==> src/rtl/uart_rx_os_if.sv <==
// Output handshake bundle of the oversampling UART receiver.
// The receiver drives the held frame and its flags; the consumer drives data_ready.
interface uart_rx_os_if #(
   parameter int DATA_BITS = 8
);
   logic [DATA_BITS-1:0] data_out;
   logic                 data_valid;
   logic                 data_ready;
   logic                 parity_err;
   logic                 frame_err;
   logic                 overrun;

   modport master (
      output data_out,
      output data_valid,
      output parity_err,
      output frame_err,
      output overrun,
      input  data_ready
   );

   modport slave (
      input  data_out,
      input  data_valid,
      input  parity_err,
      input  frame_err,
      input  overrun,
      output data_ready
   );
endinterface

==> src/rtl/uart_rx_os.sv <==
// Oversampling UART receiver with a one-entry valid/ready output register.
//
// state    | meaning
// ---------+-----------------------------------------------------------
// S_IDLE   | line idle; wait for a falling edge once re-armed by rxs=1
// S_START  | validate start bit at half a bit period
// S_DATA   | sample DATA_BITS data bits at mid-bit, LSB first
// S_PARITY | sample the parity bit at mid-bit
// S_STOP   | sample STOP_BITS stop bits; last one completes the frame
module uart_rx_os #(
   parameter int OVERSAMPLE = 16,
   parameter int DATA_BITS  = 8,
   parameter int PARITY     = 0,
   parameter int STOP_BITS  = 1
) (
   input  logic         clk,
   input  logic         rst_n,
   input  logic         rx_pin,
   input  logic         os_tick,
   uart_rx_os_if.master rx_if
);

   localparam int TW = $clog2(OVERSAMPLE);
   localparam int BW = ($clog2(DATA_BITS) < 1) ? 1 : $clog2(DATA_BITS);

   localparam logic [TW-1:0] TICK_HALF = TW'(OVERSAMPLE / 2 - 1);
   localparam logic [TW-1:0] TICK_LAST = TW'(OVERSAMPLE - 1);
   localparam logic [BW-1:0] DATA_LAST = BW'(DATA_BITS - 1);
   localparam logic [BW-1:0] STOP_LAST = BW'(STOP_BITS - 1);

   typedef enum logic [2:0] {
      S_IDLE,
      S_START,
      S_DATA,
      S_PARITY,
      S_STOP
   } state_t;

   state_t               state_q, state_d;
   logic [TW-1:0]        tick_q, tick_d;
   logic [BW-1:0]        bit_q, bit_d;
   logic [DATA_BITS-1:0] shreg_q, shreg_d;
   logic                 pbit_q, pbit_d;
   logic                 ferr_q, ferr_d;
   logic                 done_q, done_d;
   logic                 armed_q, armed_d;

   logic                 sync1_q, sync2_q;
   logic                 rxs;

   logic [DATA_BITS-1:0] dout_q;
   logic                 valid_q;
   logic                 perr_out_q;
   logic                 ferr_out_q;
   logic                 ovr_q;

   logic                 par_xor;
   logic                 perr_w;

   assign rxs = sync2_q;

   // Two-flop synchroniser for the asynchronous line; resets to idle-high.
   always_ff @(posedge clk or negedge rst_n) begin
      if (!rst_n) begin
         sync1_q <= 1'b1;
         sync2_q <= 1'b1;
      end else begin
         sync1_q <= rx_pin;
         sync2_q <= sync1_q;
      end
   end

   // Receive FSM and counter state registers.
   always_ff @(posedge clk or negedge rst_n) begin
      if (!rst_n) begin
         state_q <= S_IDLE;
         tick_q  <= '0;
         bit_q   <= '0;
         shreg_q <= '0;
         pbit_q  <= 1'b0;
         ferr_q  <= 1'b0;
         done_q  <= 1'b0;
         armed_q <= 1'b0;
      end else begin
         state_q <= state_d;
         tick_q  <= tick_d;
         bit_q   <= bit_d;
         shreg_q <= shreg_d;
         pbit_q  <= pbit_d;
         ferr_q  <= ferr_d;
         done_q  <= done_d;
         armed_q <= armed_d;
      end
   end

   // Next-state logic; everything but the arming flag moves only on os_tick.
   always_comb begin
      state_d = state_q;
      tick_d  = tick_q;
      bit_d   = bit_q;
      shreg_d = shreg_q;
      pbit_d  = pbit_q;
      ferr_d  = ferr_q;
      done_d  = 1'b0;
      armed_d = armed_q | rxs;

      if (os_tick) begin
         case (state_q)
            S_IDLE: begin
               if (armed_q && !rxs) begin
                  state_d = S_START;
                  tick_d  = '0;
               end
            end
            S_START: begin
               if (tick_q == TICK_HALF) begin
                  if (rxs) begin
                     state_d = S_IDLE;
                  end else begin
                     state_d = S_DATA;
                     tick_d  = '0;
                     bit_d   = '0;
                     ferr_d  = 1'b0;
                  end
               end else begin
                  tick_d = tick_q + TW'(1);
               end
            end
            S_DATA: begin
               if (tick_q == TICK_LAST) begin
                  tick_d  = '0;
                  shreg_d = {rxs, shreg_q[DATA_BITS-1:1]};
                  if (bit_q == DATA_LAST) begin
                     bit_d   = '0;
                     state_d = (PARITY != 0) ? S_PARITY : S_STOP;
                  end else begin
                     bit_d = bit_q + BW'(1);
                  end
               end else begin
                  tick_d = tick_q + TW'(1);
               end
            end
            S_PARITY: begin
               if (tick_q == TICK_LAST) begin
                  tick_d  = '0;
                  pbit_d  = rxs;
                  bit_d   = '0;
                  state_d = S_STOP;
               end else begin
                  tick_d = tick_q + TW'(1);
               end
            end
            S_STOP: begin
               if (tick_q == TICK_LAST) begin
                  tick_d = '0;
                  if (!rxs) begin
                     ferr_d = 1'b1;
                  end
                  if (bit_q == STOP_LAST) begin
                     // A break still low here must not start another frame.
                     state_d = S_IDLE;
                     done_d  = 1'b1;
                     armed_d = 1'b0;
                  end else begin
                     bit_d = bit_q + BW'(1);
                  end
               end else begin
                  tick_d = tick_q + TW'(1);
               end
            end
            default: state_d = S_IDLE;
         endcase
      end
   end

   // Odd parity wants an odd count of ones over data+pbit, even wants even.
   assign par_xor = ^{shreg_q, pbit_q};
   assign perr_w  = (PARITY == 0) ? 1'b0 :
                    (PARITY == 1) ? ~par_xor : par_xor;

   // One-entry output register: load on completion if empty or draining, else flag overrun.
   always_ff @(posedge clk or negedge rst_n) begin
      if (!rst_n) begin
         dout_q     <= '0;
         valid_q    <= 1'b0;
         perr_out_q <= 1'b0;
         ferr_out_q <= 1'b0;
         ovr_q      <= 1'b0;
      end else begin
         ovr_q <= 1'b0;
         if (done_q) begin
            if (!valid_q || rx_if.data_ready) begin
               dout_q     <= shreg_q;
               valid_q    <= 1'b1;
               perr_out_q <= perr_w;
               ferr_out_q <= ferr_q;
            end else begin
               ovr_q <= 1'b1;
            end
         end else if (valid_q && rx_if.data_ready) begin
            valid_q    <= 1'b0;
            perr_out_q <= 1'b0;
            ferr_out_q <= 1'b0;
         end
      end
   end

   assign rx_if.data_out   = dout_q;
   assign rx_if.data_valid = valid_q;
   assign rx_if.parity_err = perr_out_q;
   assign rx_if.frame_err  = ferr_out_q;
   assign rx_if.overrun    = ovr_q;

endmodule

==> src/flat_wrapper.sv <==
// flat-port wrapper written by rule: the top's interface ports become plain ports
module uart_rx_os_flat 
#(
   parameter int OVERSAMPLE = 16,
   parameter int DATA_BITS  = 8,
   parameter int PARITY     = 0,
   parameter int STOP_BITS  = 1
)
  (clk, rst_n, rx_pin, os_tick, rx_if_data_out, rx_if_data_valid, rx_if_parity_err, rx_if_frame_err, rx_if_overrun, rx_if_data_ready);
  uart_rx_os_if #(.DATA_BITS(DATA_BITS)) rx_if_i ();
  input  logic clk;
  input  logic rst_n;
  input  logic rx_pin;
  input  logic os_tick;
  output wire logic [$bits(rx_if_i.data_out)-1:0] rx_if_data_out;
  output wire logic [$bits(rx_if_i.data_valid)-1:0] rx_if_data_valid;
  output wire logic [$bits(rx_if_i.parity_err)-1:0] rx_if_parity_err;
  output wire logic [$bits(rx_if_i.frame_err)-1:0] rx_if_frame_err;
  output wire logic [$bits(rx_if_i.overrun)-1:0] rx_if_overrun;
  input wire logic [$bits(rx_if_i.data_ready)-1:0] rx_if_data_ready;
  assign rx_if_data_out = rx_if_i.data_out;
  assign rx_if_data_valid = rx_if_i.data_valid;
  assign rx_if_parity_err = rx_if_i.parity_err;
  assign rx_if_frame_err = rx_if_i.frame_err;
  assign rx_if_overrun = rx_if_i.overrun;
  assign rx_if_i.data_ready = rx_if_data_ready;
  uart_rx_os #(.OVERSAMPLE(OVERSAMPLE), .DATA_BITS(DATA_BITS), .PARITY(PARITY), .STOP_BITS(STOP_BITS)) u_core (.clk(clk), .rst_n(rst_n), .rx_pin(rx_pin), .os_tick(os_tick), .rx_if(rx_if_i));
endmodule
==> config.mk <==
export PLATFORM = sky130hd
export DESIGN_NAME = uart_rx_os_flat
export DESIGN_NICKNAME = d
export VERILOG_FILES = /design/src/rtl/uart_rx_os_if.sv /design/src/rtl/uart_rx_os.sv /design/src/flat_wrapper.sv
export SDC_FILE = /design/constraint.sdc
export NUM_CORES = 1
export LEC_CHECK = 0
export BUFFER_PORTS_ARGS = -buffer_cell sky130_fd_sc_hd__buf_2
export CAP_MARGIN = 20
export CORE_MARGIN = 3
export CORE_UTILIZATION = 61
export DETAILED_ROUTE_END_ITERATION = 10
export HOLD_SLACK_MARGIN = 0.12
export PLACE_DENSITY = 0.82
export SLEW_MARGIN = 15
export SYNTH_ARGS = -nofsm -noshare
export SYNTH_HDL_FRONTEND = slang
export SYNTH_SLANG_ARGS = --single-unit
export TNS_END_PERCENT = 30
==> constraint.sdc <==
create_clock -name clk -period 5.55 [get_ports clk]
set_input_delay 0.8325 -clock clk [delete_from_list [all_inputs] [get_ports clk]]
set_output_delay 0.8325 -clock clk [all_outputs]
set_load 0.05 [all_outputs]
==> results.py <==
metrics = {
    "layout": {
        "fin_cells": 175,
        "regArea_um2": 853,
        "nets": 155,
        "fill_cells": 172,
        "drive_above_1_share_pct": 29.3,
        "multi_input_area_um2": 686,
        "post-route-util_pct": 74.2,
        "antennaDiodeCount": 0,
        "final_cell_mix": "dfrtp_1, buf_2, nor2_1",
        "layout_commonest_cell": "dfrtp_1",
        "syn2layout_area_growth_pct": 9.73,
    },
    "synthesis": {
        "ys_top_cells_by_area": "dfrtp_1, mux2_2, mux2_1, dfstp_2, ha_1",
        "syn-num-nets": 136,
        "yosys_register_bits": 34,
        "synthCells": 127,
        "yosysTopAreaCellShare_pct": 50.6,
        "ys_types": 44,
        "yosys_warnings": 0,
        "synth_area_um2": 1580,
        "yosysTopAreaCell": "dfrtp_1",
        "synth.avg_cell_area_um2": 12.5,
        "yosysSeqAreaShare_pct": 54.0,
        "synth_edf_count": 0,
        "synth_ff_type": "dfrtp_1",
        "ys_async_sr_fraction_pct": 100,
    },
    "setup_path": {
        "rr_startpoint": "u_core.tick_q[0]",
        "r2r_end": "u_core.shreg_q[5]",
        "critPathArrivalTime_ps": 2220,
        "cp_cell_sequence": "ha_1 -> nand2_1 -> or4_1 -> mux2_1",
        "rrSetupSlack_ps": 3550,
        "worst-setup-path-type": "flop to flop",
        "worst_path_max_delay_cell": "or4_1",
        "critPathCaptureType": "flop",
        "worstSetupStartpoint": "u_core.tick_q[0]",
        "start_kind": "flop",
        "worstPathMaxFanout": 8,
        "cp_slowest_stage_delay_ps": 730,
        "r2r_cells": 4,
        "required_ps": 5770,
    },
    "pwr": {
        "power_uw": 736,
        "ir_worst_vdd_mv": 0.339,
        "seq_power_share_pct": 46.9,
        "p_int_uw": 475,
        "power_density_nw_per_um2": 424,
        "p_sw_share_pct": 35.5,
        "power_leakage_uw": 0.000862,
        "p_switching_uw": 261,
        "power.share.clock_pct": 18.8,
        "combPwrFrac_pct": 34.3,
    },
    "drt": {
        "wl_per_cell_um": 14.3,
        "vias": 996,
        "dr.pass1.iters": 4,
        "drcViolationCount": 0,
        "ant_nets": 0,
        "drt-total-wl_um": 2510,
        "via_per_inst": 5.69,
        "drt_iter0_markers": 25,
    },
    "timing": {
        "post-route-period-util_pct": 36.0,
        "rsz0062_at_grt": "no",
        "fin_skew_ps": 3.91,
        "final_hold_viol_count": 0,
        "tns_ps": 0,
        "max_freq_mhz": 500,
        "worstMarginPinSlew_ps": 716,
        "fin_crit_ps": 2000,
        "setup_viol": 0,
        "slew_violations": 0,
        "max-slew-margin-rel_pct": 52.3,
    },
    "grt": {
        "grt_pass1_vias": 966,
        "antenna_found_initial": 0,
        "grt_overflow_total": 0,
        "grt_start_max_net_pins": 35,
        "grt_first_pass_wirelength_um": 4440,
        "grt.total_usage_pct": 18.0,
    },
    "worst_hold_path": {
        "whs_path_depth": 0,
        "hold_start": "u_core.sync1_q",
        "min_path_type": "flop to flop",
        "whs_endpoint": "u_core.rxs",
    },
    "cts": {
        "post_cts_resized": 0,
        "cts_tree": "done",
        "path_clk_slew_ps": 100,
        "ctsHoldBuffers": 0,
        "clockBufferDepth": 2,
        "clk_latency_ps": 330,
        "htreeDepth": 2,
        "cts_buffers": 5,
        "cts_setup_buffers": 0,
        "clock-sinks": 34,
        "cts-root-buf": "clkbuf_4",
    },
    "place": {
        "place_hpwl_um": 1880,
        "routabilityCongestion": 0.868,
        "portBuffers": 15,
        "dp.cells": 167,
    },
    "die": {
        "die_width_um": 56.9,
        "die_y_um": 56.9,
        "dieArea_um2": 3240,
        "pin_count": 17,
        "rows": 17,
        "start_util_pct": 67.6,
        "coreArea_um2": 2340,
    },
    "run_status": {
        "status": "finished, final reports clean",
    },
    "job": {
        "max-cap-violations": 0,
    },
}
sequential cells by signal (all words and copies together), names as in the netlist:
signal	flops
u_core.rx_if.data_out	8
u_core.shreg_q	8
u_core.tick_q	4
u_core.bit_q	3
u_core.state_q	3
u_core.armed_q	1
u_core.done_q	1
u_core.ferr_q	1
u_core.rx_if.data_valid	1
u_core.rx_if.frame_err	1
u_core.rx_if.overrun	1
u_core.rxs	1
u_core.sync1_q	1
critical path: cells and delay by family, from the launching register on:
family / cells / cell delay [ps]
adder cells (fa/ha/maj): 1 / 240
flip-flops: 1 / 390
multiplexers: 1 / 390
AND/OR/NAND/NOR: 2 / 870
power groups by stage:
| stage | sequential [µW] | combinational [µW] | clock [µW] |
|---|---|---|---|
| 3_3_place_gp | 346 | 243 | 0 |
| 4_1_cts | 344 | 253 | 145 |
| 3_5_place_dp | 349 | 253 | 0 |
| 6_report | 345 | 252 | 139 |
| 2_1_floorplan | 338 | 209 | 0 |
| 5_1_grt | 352 | 285 | 156 |
layer usage:
metal	global-route usage (%)	share of wire, %	vias up
met5	0	0	-
met4	5.96	0	0
met3	6.90	5.5	0
met2	29.2	52	25
met1	22.2	42	483
li1	-	-	488
through the flow:
stage	instance area (µm²)	hold WS [ps]	setup WS, ps
finish	1740	362	3550
global route	1740	374	3440
CTS	1740	364	3540
detailed placement	1680	348	3330
global placement	1680	346	3380
floorplan	1580	345	3620
how the worst max path moves through the flow:
stage                     slack [ps]                 to  cells after the start
after global routing            3440  u_core.shreg_q[5]                      4
after CTS                       3540  u_core.shreg_q[5]                      4
final                           3550  u_core.shreg_q[5]                      4
after global placement          3380  u_core.shreg_q[3]                      4
after floorplan                 3620  u_core.shreg_q[0]                      4
after detailed placement        3330  u_core.shreg_q[7]                      4
cells in the mapped netlist, types with 2 or more instances:
| cell | n |
|---|---|
| dfrtp_1 | 32 |
| nor2_1 | 11 |
| mux2_2 | 9 |
| mux2_1 | 8 |
| inv_1 | 7 |
| nand2_1 | 6 |
| ha_1 | 4 |
| mux2_4 | 3 |
| mux2i_1 | 3 |
| nor2b_1 | 3 |
| o21ai_0 | 3 |
| a21oi_1 | 2 |
| dfstp_2 | 2 |
| nand2b_1 | 2 |
| nand3b_1 | 2 |
| or4_1 | 2 |
kinds of logic after synthesis:
kind of cell	count (synthesis)	synth area share, %
other cells	1	0.237
flops	34	54.0
buf+inv	10	2.69
mux	23	16.9
simple gates	39	14.7
fa+ha+maj	4	3.16
compound gates	16	8.39
area by class of cell:
| class | count | area share (%) |
|---|---|---|
| tap | 28 | 2.02 |
| clock inverter | 1 | 0.288 |
| sequential | 34 | 49.2 |
| inverter | 7 | 1.51 |
| clock buffer | 7 | 3.17 |
| timing repair buffer | 15 | 4.33 |
| multi-input combinational | 83 | 39.5 |
No activity file was read; power rests on OpenSTA's default activity.
